===== src/rtl/iob_norm_pkg.sv =====
// Shared encodings for the sequential leading-bit counter / normaliser.
// Holds the operation modes, FSM states and the count-width derivation.
package iob_norm_pkg;

  localparam logic [1:0] MODE_CLZ = 2'b00;
  localparam logic [1:0] MODE_CLO = 2'b01;
  localparam logic [1:0] MODE_CLS = 2'b10;

  typedef enum logic [1:0] {
    ST_IDLE = 2'd0,
    ST_SCAN = 2'd1,
    ST_DONE = 2'd2
  } state_t;

  function automatic int cnt_w_f(input int data_w);
    return $clog2(data_w + 1);
  endfunction

endpackage


===== src/rtl/iob_clz_chunk.sv =====
// Combinational leading-zero counter for one CHUNK_W-bit slice of the scan word.
// An all-zero slice reports CHUNK_W so the caller can add it unconditionally.
module iob_clz_chunk
  import iob_norm_pkg::*;
#(
  parameter int CHUNK_W = 8,
  parameter int LZ_W    = $clog2(CHUNK_W + 1)
) (
  input  logic [CHUNK_W-1:0] i_chunk,
  output logic [LZ_W-1:0]    o_lz,
  output logic               o_all_zero
);

  logic w_found;

  always_comb begin
    o_lz    = LZ_W'(CHUNK_W);
    w_found = 1'b0;
    for (int i = CHUNK_W - 1; i >= 0; i--) begin
      if (!w_found && i_chunk[i]) begin
        o_lz    = LZ_W'(CHUNK_W - 1 - i);
        w_found = 1'b1;
      end
    end
  end

  assign o_all_zero = ~|i_chunk;

endmodule


===== src/rtl/iob_norm_seq.sv =====
// Sequential leading-zero/one/sign counter and normaliser: scans CHUNK_W bits per
// clock, then fine-shifts the data word by the residual count inside the hit chunk.
module iob_norm_seq
  import iob_norm_pkg::*;
#(
  parameter int DATA_W  = 32,
  parameter int CHUNK_W = 8,
  parameter int CNT_W   = cnt_w_f(DATA_W)
) (
  input  logic              clk_i,
  input  logic              arst_n_i,
  input  logic              in_valid_i,
  output logic              in_ready_o,
  input  logic [DATA_W-1:0] data_i,
  input  logic [1:0]        mode_i,
  output logic              out_valid_o,
  input  logic              out_ready_i,
  output logic [CNT_W-1:0]  count_o,
  output logic [DATA_W-1:0] norm_o,
  output logic              zero_o
);

  localparam int LZ_W = $clog2(CHUNK_W + 1);

  state_t              r_state;
  logic [DATA_W-1:0]   r_scan;
  logic [DATA_W-1:0]   r_data;
  logic [CNT_W-1:0]    r_count;
  logic                r_zero;
  logic                r_is_cls;

  logic [LZ_W-1:0]     w_lz;
  logic                w_all_zero;
  logic                w_last;
  logic [CNT_W-1:0]    w_cnt_next;
  logic                w_zero_next;

  // CLS scans the bits below the MSB for a change of sign; the forced LSB
  // guarantees a terminating 1 so the count stops at DATA_W-1.
  function automatic logic [DATA_W-1:0] scan_word(input logic [1:0]        mode,
                                                  input logic [DATA_W-1:0] data);
    case (mode)
      MODE_CLO: scan_word = ~data;
      MODE_CLS: scan_word = ((data ^ {DATA_W{data[DATA_W-1]}}) << 1) | DATA_W'(1);
      default:  scan_word = data;
    endcase
  endfunction

  iob_clz_chunk #(
    .CHUNK_W (CHUNK_W),
    .LZ_W    (LZ_W)
  ) u_chunk (
    .i_chunk    (r_scan[DATA_W-1 -: CHUNK_W]),
    .o_lz       (w_lz),
    .o_all_zero (w_all_zero)
  );

  assign w_last      = (r_count == CNT_W'(DATA_W - CHUNK_W));
  assign w_cnt_next  = r_count + CNT_W'(w_lz);
  assign w_zero_next = w_all_zero | (r_is_cls & (w_cnt_next == CNT_W'(DATA_W - 1)));

  always_ff @(posedge clk_i or negedge arst_n_i) begin
    if (!arst_n_i) begin
      r_state  <= ST_IDLE;
      r_scan   <= '0;
      r_data   <= '0;
      r_count  <= '0;
      r_zero   <= 1'b0;
      r_is_cls <= 1'b0;
    end else begin
      case (r_state)
        ST_IDLE: begin
          if (in_valid_i) begin
            r_scan   <= scan_word(mode_i, data_i);
            r_data   <= data_i;
            r_count  <= '0;
            r_zero   <= 1'b0;
            r_is_cls <= (mode_i == MODE_CLS);
            r_state  <= ST_SCAN;
          end
        end
        ST_SCAN: begin
          // Coarse step while the chunk is empty; the final step only fine-shifts.
          if (w_all_zero && !w_last) begin
            r_scan  <= r_scan << CHUNK_W;
            r_data  <= r_data << CHUNK_W;
            r_count <= r_count + CNT_W'(CHUNK_W);
          end else begin
            r_count <= w_cnt_next;
            r_data  <= r_data << w_lz;
            r_zero  <= w_zero_next;
            r_state <= ST_DONE;
          end
        end
        ST_DONE: begin
          if (out_ready_i) r_state <= ST_IDLE;
        end
        default: r_state <= ST_IDLE;
      endcase
    end
  end

  assign in_ready_o  = (r_state == ST_IDLE);
  assign out_valid_o = (r_state == ST_DONE);
  assign count_o     = r_count;
  assign norm_o      = r_data;
  assign zero_o      = r_zero;

endmodule

===== config.mk =====
export PLATFORM = sky130hd
export DESIGN_NAME = iob_norm_seq
export DESIGN_NICKNAME = d
export VERILOG_FILES = /design/src/rtl/iob_norm_pkg.sv /design/src/rtl/iob_clz_chunk.sv /design/src/rtl/iob_norm_seq.sv
export SDC_FILE = /design/constraint.sdc
export NUM_CORES = 1
export LEC_CHECK = 0
export ABC_AREA = 1
export BUFFER_PORTS_ARGS = -buffer_cell sky130_fd_sc_hd__buf_2
export CORE_ASPECT_RATIO = 0.9
export CORE_MARGIN = 8
export CORE_UTILIZATION = 45
export CTS_BUF_LIST = sky130_fd_sc_hd__clkbuf_4 sky130_fd_sc_hd__clkbuf_8
export CTS_CLUSTER_DIAMETER = 30
export DETAILED_ROUTE_END_ITERATION = 16
export GPL_ROUTABILITY_DRIVEN = 0
export PLACE_DENSITY = 0.76
export SYNTH_ARGS = -nofsm -noshare
export SYNTH_HDL_FRONTEND = slang
export SYNTH_SLANG_ARGS = --single-unit

===== constraint.sdc =====
create_clock -name clk_i -period 3.42 [get_ports clk_i]
set_clock_uncertainty 0.1 [all_clocks]
set_input_delay 0 -clock clk_i [delete_from_list [all_inputs] [get_ports clk_i]]
set_output_delay 0 -clock clk_i [all_outputs]
set_load 0.05 [all_outputs]

==> out/results.tsv <==
stage	metric	value	unit
status	status	finished clean	
floorplan	Die H	127	um
sta	Final Critical Period	2.74	ns
floorplan	total core area	0.0134	sq mm
global_route	vias in the first global route	6126	
clock_tree	Clock transition at path regs	0.07	ns
detailed_routing	final antenna-violating net count	0	
yosys	Cells after Synth	955	
sta	fmax	365	MHz
global_route	GR Util All Layers	22.1	%
placed_design	Port Buf Inserts	78	
sta	Least-Margin Pin Slew	1.09	ns
floorplan	die area	0.0178	sq mm
yosys	synth unique cells	39	
sta	fin crit share	80.2	%
global_route	largest net degree at the start of global routing	75	
clock_tree	CTS Buf Count	9	
yosys	Post-synth EDFFs	0	
yosys	Syn Std Cell Area	0.00620	sq mm
yosys	sequential fraction of the synthesis area	29.9	%
final_layout	share of cells above drive strength 1	13.2	%
clock_tree	clk sinks	74	
global_route	gr ovfl total	0	
worst_setup_path	Critical Path, Cell by Cell	nor2_4 -> nand3_2 -> nor2_2 -> nor2_4 -> nand2_4 -> ha_1 -> inv_1 -> fa_1 -> o21ai_0 -> xor2_1 -> nand4_1 -> nor2_1 -> nand3_1 -> nand3_1	
global_route	global-route wire length before repair	31.9	mm
detailed_routing	DRT iter0 DRCs	1096	
sta	Fin. Hold Viols	0	
clock_tree	CTS tree	yes	
floorplan	Rows	40	
job	max-cap violations	0	
yosys	Async SR Flop Fraction	100	%
worst_setup_path	Largest stage delay, worst path	0.42	ns
final_layout	Inserted Diodes	0	
detailed_routing	drt pass-1 iters	6	
clock_tree	clk buf depth	2	
yosys	largest family of logic cells by synthesized area	simple AND/OR/NAND/NOR gates	
floorplan	boundary pin count	79	
yosys	Warnings, synthesis	0	
yosys	Synth Area in Adders	1.74	%
worst_setup_path	worst path buffer plus inverter count	1	
yosys	Post-Synth Simple-Gate Area	30.9	%
yosys	Most used DFF post-synth	dfrtp_1	
global_route	initial antenna violation count	0	
clock_tree	Gates resized, CTS repair	0	
yosys	syn_area_per_cell	6.49	sq um
final_layout	fin area	0.00691	sq mm
final_layout	fill count	1385	
sta	setup TNS	0	ns
sta	count of final setup violators	0	
floorplan	die width	140	um
floorplan	starting density of the core	46.2	%
worst_setup_path	CP max-delay cell	dfrtp_1	
yosys	post-synth top area cell	dfrtp_1	
yosys	XOR/XNOR Fraction of Synth Area	0.706	%
clock_tree	CTS root buffer	clkbuf_8	
worst_setup_path	Critical Path RT	3.62	ns
placed_design	Detailed Place HPWL	13.9	mm
worst_setup_path	CP top delay family	simple AND/OR/NAND/NOR gates	
worst_setup_path	Setup CP Type	reg -> reg	
yosys	Synth top area share	29.9	%
worst_setup_path	Worst EP arrival	2.94	ns
min_path	Hold Crit Class	in -> reg	
sta	Slew headroom	27.0	%
clock_tree	htree depth	3	
worst_setup_path	type of origin of the critical path	flop	
yosys	compound-gate portion of the synthesized area	24.2	%
placed_design	pre-CTS setup slack	0.733	ns
detailed_routing	# DRC	0	
yosys	mux cell area share after synthesis	0	%
placed_design	dpl cell area	0.00659	sq mm
detailed_routing	drt wl/cell	16.9	um
power_and_ir_drop	Leakage Power	3.36	nW
final_layout	area grow syn2layout	11.4	%
worst_setup_path	worst-path maximum fanout	33	
sta	worst setup margin	0.677	ns
yosys	Synth Register Bits	74	
sta	max-slew violations	0	
power_and_ir_drop	peak supply drop	0.000848	V
worst_setup_path	kind of end point of the critical path	flop	
clock_tree	clock latency on the worst-skew pair	0.39	ns
detailed_routing	vias	6959	
detailed_routing	post-DR vias/cell	5.92	
sta	RSZ-0062 raised after global routing	false	
power_and_ir_drop	pwr dens	1080	mW/mm^2
yosys	Post-Syn Nets	1001	
final_layout	nets	1048	
detailed_routing	routed wire length	19.8	mm
yosys	ranking of synthesized cells by area	dfrtp_1 30%, nand3_1 18%, nand2_1 8.5%	
-- area by class of cell --
class / instances / area, sq um / area share [%]
multi-input cells: 693 / 3570 / 51.7
well taps: 168 / 210 / 3.04
repair buffers: 104 / 633 / 9.16
clock inverters: 1 / 8.76 / 0.127
inverters: 120 / 450 / 6.52
flip-flops and latches: 74 / 1850 / 26.8
clock buffers: 15 / 181 / 2.63
-- state kept, by name, summed over array words and instances (netlist names) --
name,flops
r_scan,32
norm_o,32
r_state,2
count_o,6
zero_o,1
r_is_cls,1
-- worst paths after layout --
kind,startpoint,slack [ns],endpoint,cells after the start
max in group asynchronous,arst_n_i,2.33,r_state[0]$_DFFE_PN0P_,2
min reg2reg,r_scan[1]$_DFFE_PN0P_,0.39,r_scan[1]$_DFFE_PN0P_,1
min,data_i[9],0.02,r_scan[9]$_DFFE_PN0P_,5
max,r_scan[31]$_DFFE_PN0P_,0.68,zero_o$_DFFE_PN0P_,14
max reg2reg,r_scan[31]$_DFFE_PN0P_,0.68,zero_o$_DFFE_PN0P_,14
min in group asynchronous,arst_n_i,0.18,r_scan[23]$_DFFE_PN0P_,2
-- per-stage QoR --
| stage | power [W] | instances | hold WS [ns] | util, % |
|---|---|---|---|---|
| after global routing | 0.00812 | 1175 | 0.0185 | 51.5 |
| after floorplan | 0.00564 | 955 | -0.396 | - |
| final | 0.00748 | 1175 | 0.0194 | 51.5 |
| after CTS | 0.00740 | 1175 | 0.00213 | 51.5 |
| after global placement | 0.00664 | 1146 | 0.0921 | 49.1 |
| after detailed placement | 0.00669 | 1146 | 0.0847 | 49.1 |
-- placed cells by master (no fill, tap or decap), types with 3 or more instances in the layout --
master / synthesis / routed
nor2_1: 34 / 33
clkbuf_4: 0 / 4
o221ai_1: 6 / 6
inv_2: 6 / 6
buf_4: 8 / 13
o211ai_1: 12 / 12
o22ai_1: 21 / 21
o21ai_1: 26 / 26
a22oi_1: 9 / 9
o21ai_0: 90 / 90
xor2_1: 3 / 3
nor2_2: 2 / 3
ha_1: 7 / 7
dlygate4sd3_1: 0 / 13
dfrtp_1: 74 / 74
inv_1: 114 / 114
o21a_1: 8 / 8
nand2_1: 140 / 139
buf_2: 23 / 77
a21oi_1: 91 / 91
nand3_1: 218 / 218
nand2_2: 3 / 4
nor2_4: 4 / 4
clkbuf_8: 0 / 11
-- synth_stat cells, types with 2 or more instances --
cell      number
nor2_1        34
o211ai_1      12
buf_4          8
nand3_1      218
inv_1        114
o22ai_1       21
o21a_1         8
clkbuf_1      32
nor2_4         4
nand2_1      140
nor2_2         2
buf_6          2
inv_2          6
ha_1           7
o21ai_1       26
o21ai_0       90
a21oi_2        2
nand2_2        3
a21oi_1       91
a22o_1         2
nand3_2        2
buf_2         23
buf_1          3
o221ai_1       6
xor2_1         3
dfrtp_1       74
xnor2_1        2
a22oi_1        9
-- tightest hold or removal path, delay by kind of cell --
| family | cells | cell delay (ns) |
|---|---|---|
| buffers and inverters | 1 | 0.14 |
| and+or+nand+nor | 1 | 0.05 |
| AOI/OAI and AO/OA | 3 | 0.27 |
-- metal layers --
layer	vias to the layer above	global-route usage, %	part of all wire [%]
met5	-	0	0
met3	40	4.91	8.8
met2	386	32.9	43
met1	3162	30.6	45
li1	3371	-	-
met4	0	8.29	2.7
-- timing repair --
action | in CTS | in global routing
hold buffers | 13 | 0
endpoints found under the hold margin | 88 | 0
buffers inserted | 0 | 0
-- power by group --
part           switching [W]  internal, W
Clock               0.000335     0.000338
Sequential          0.000328      0.00130
Combinational        0.00371      0.00147
Total                0.00437      0.00310
-- kinds of logic after synthesis --
kind of cell,Yosys count
AND/OR/NAND/NOR,410
XOR/XNOR,5
buffers and inverters,188
adder cells (fa/ha/maj),8
flip-flops,74
AO/OA/AOI/OAI,270
No activity file was read; power rests on OpenSTA's default activity.
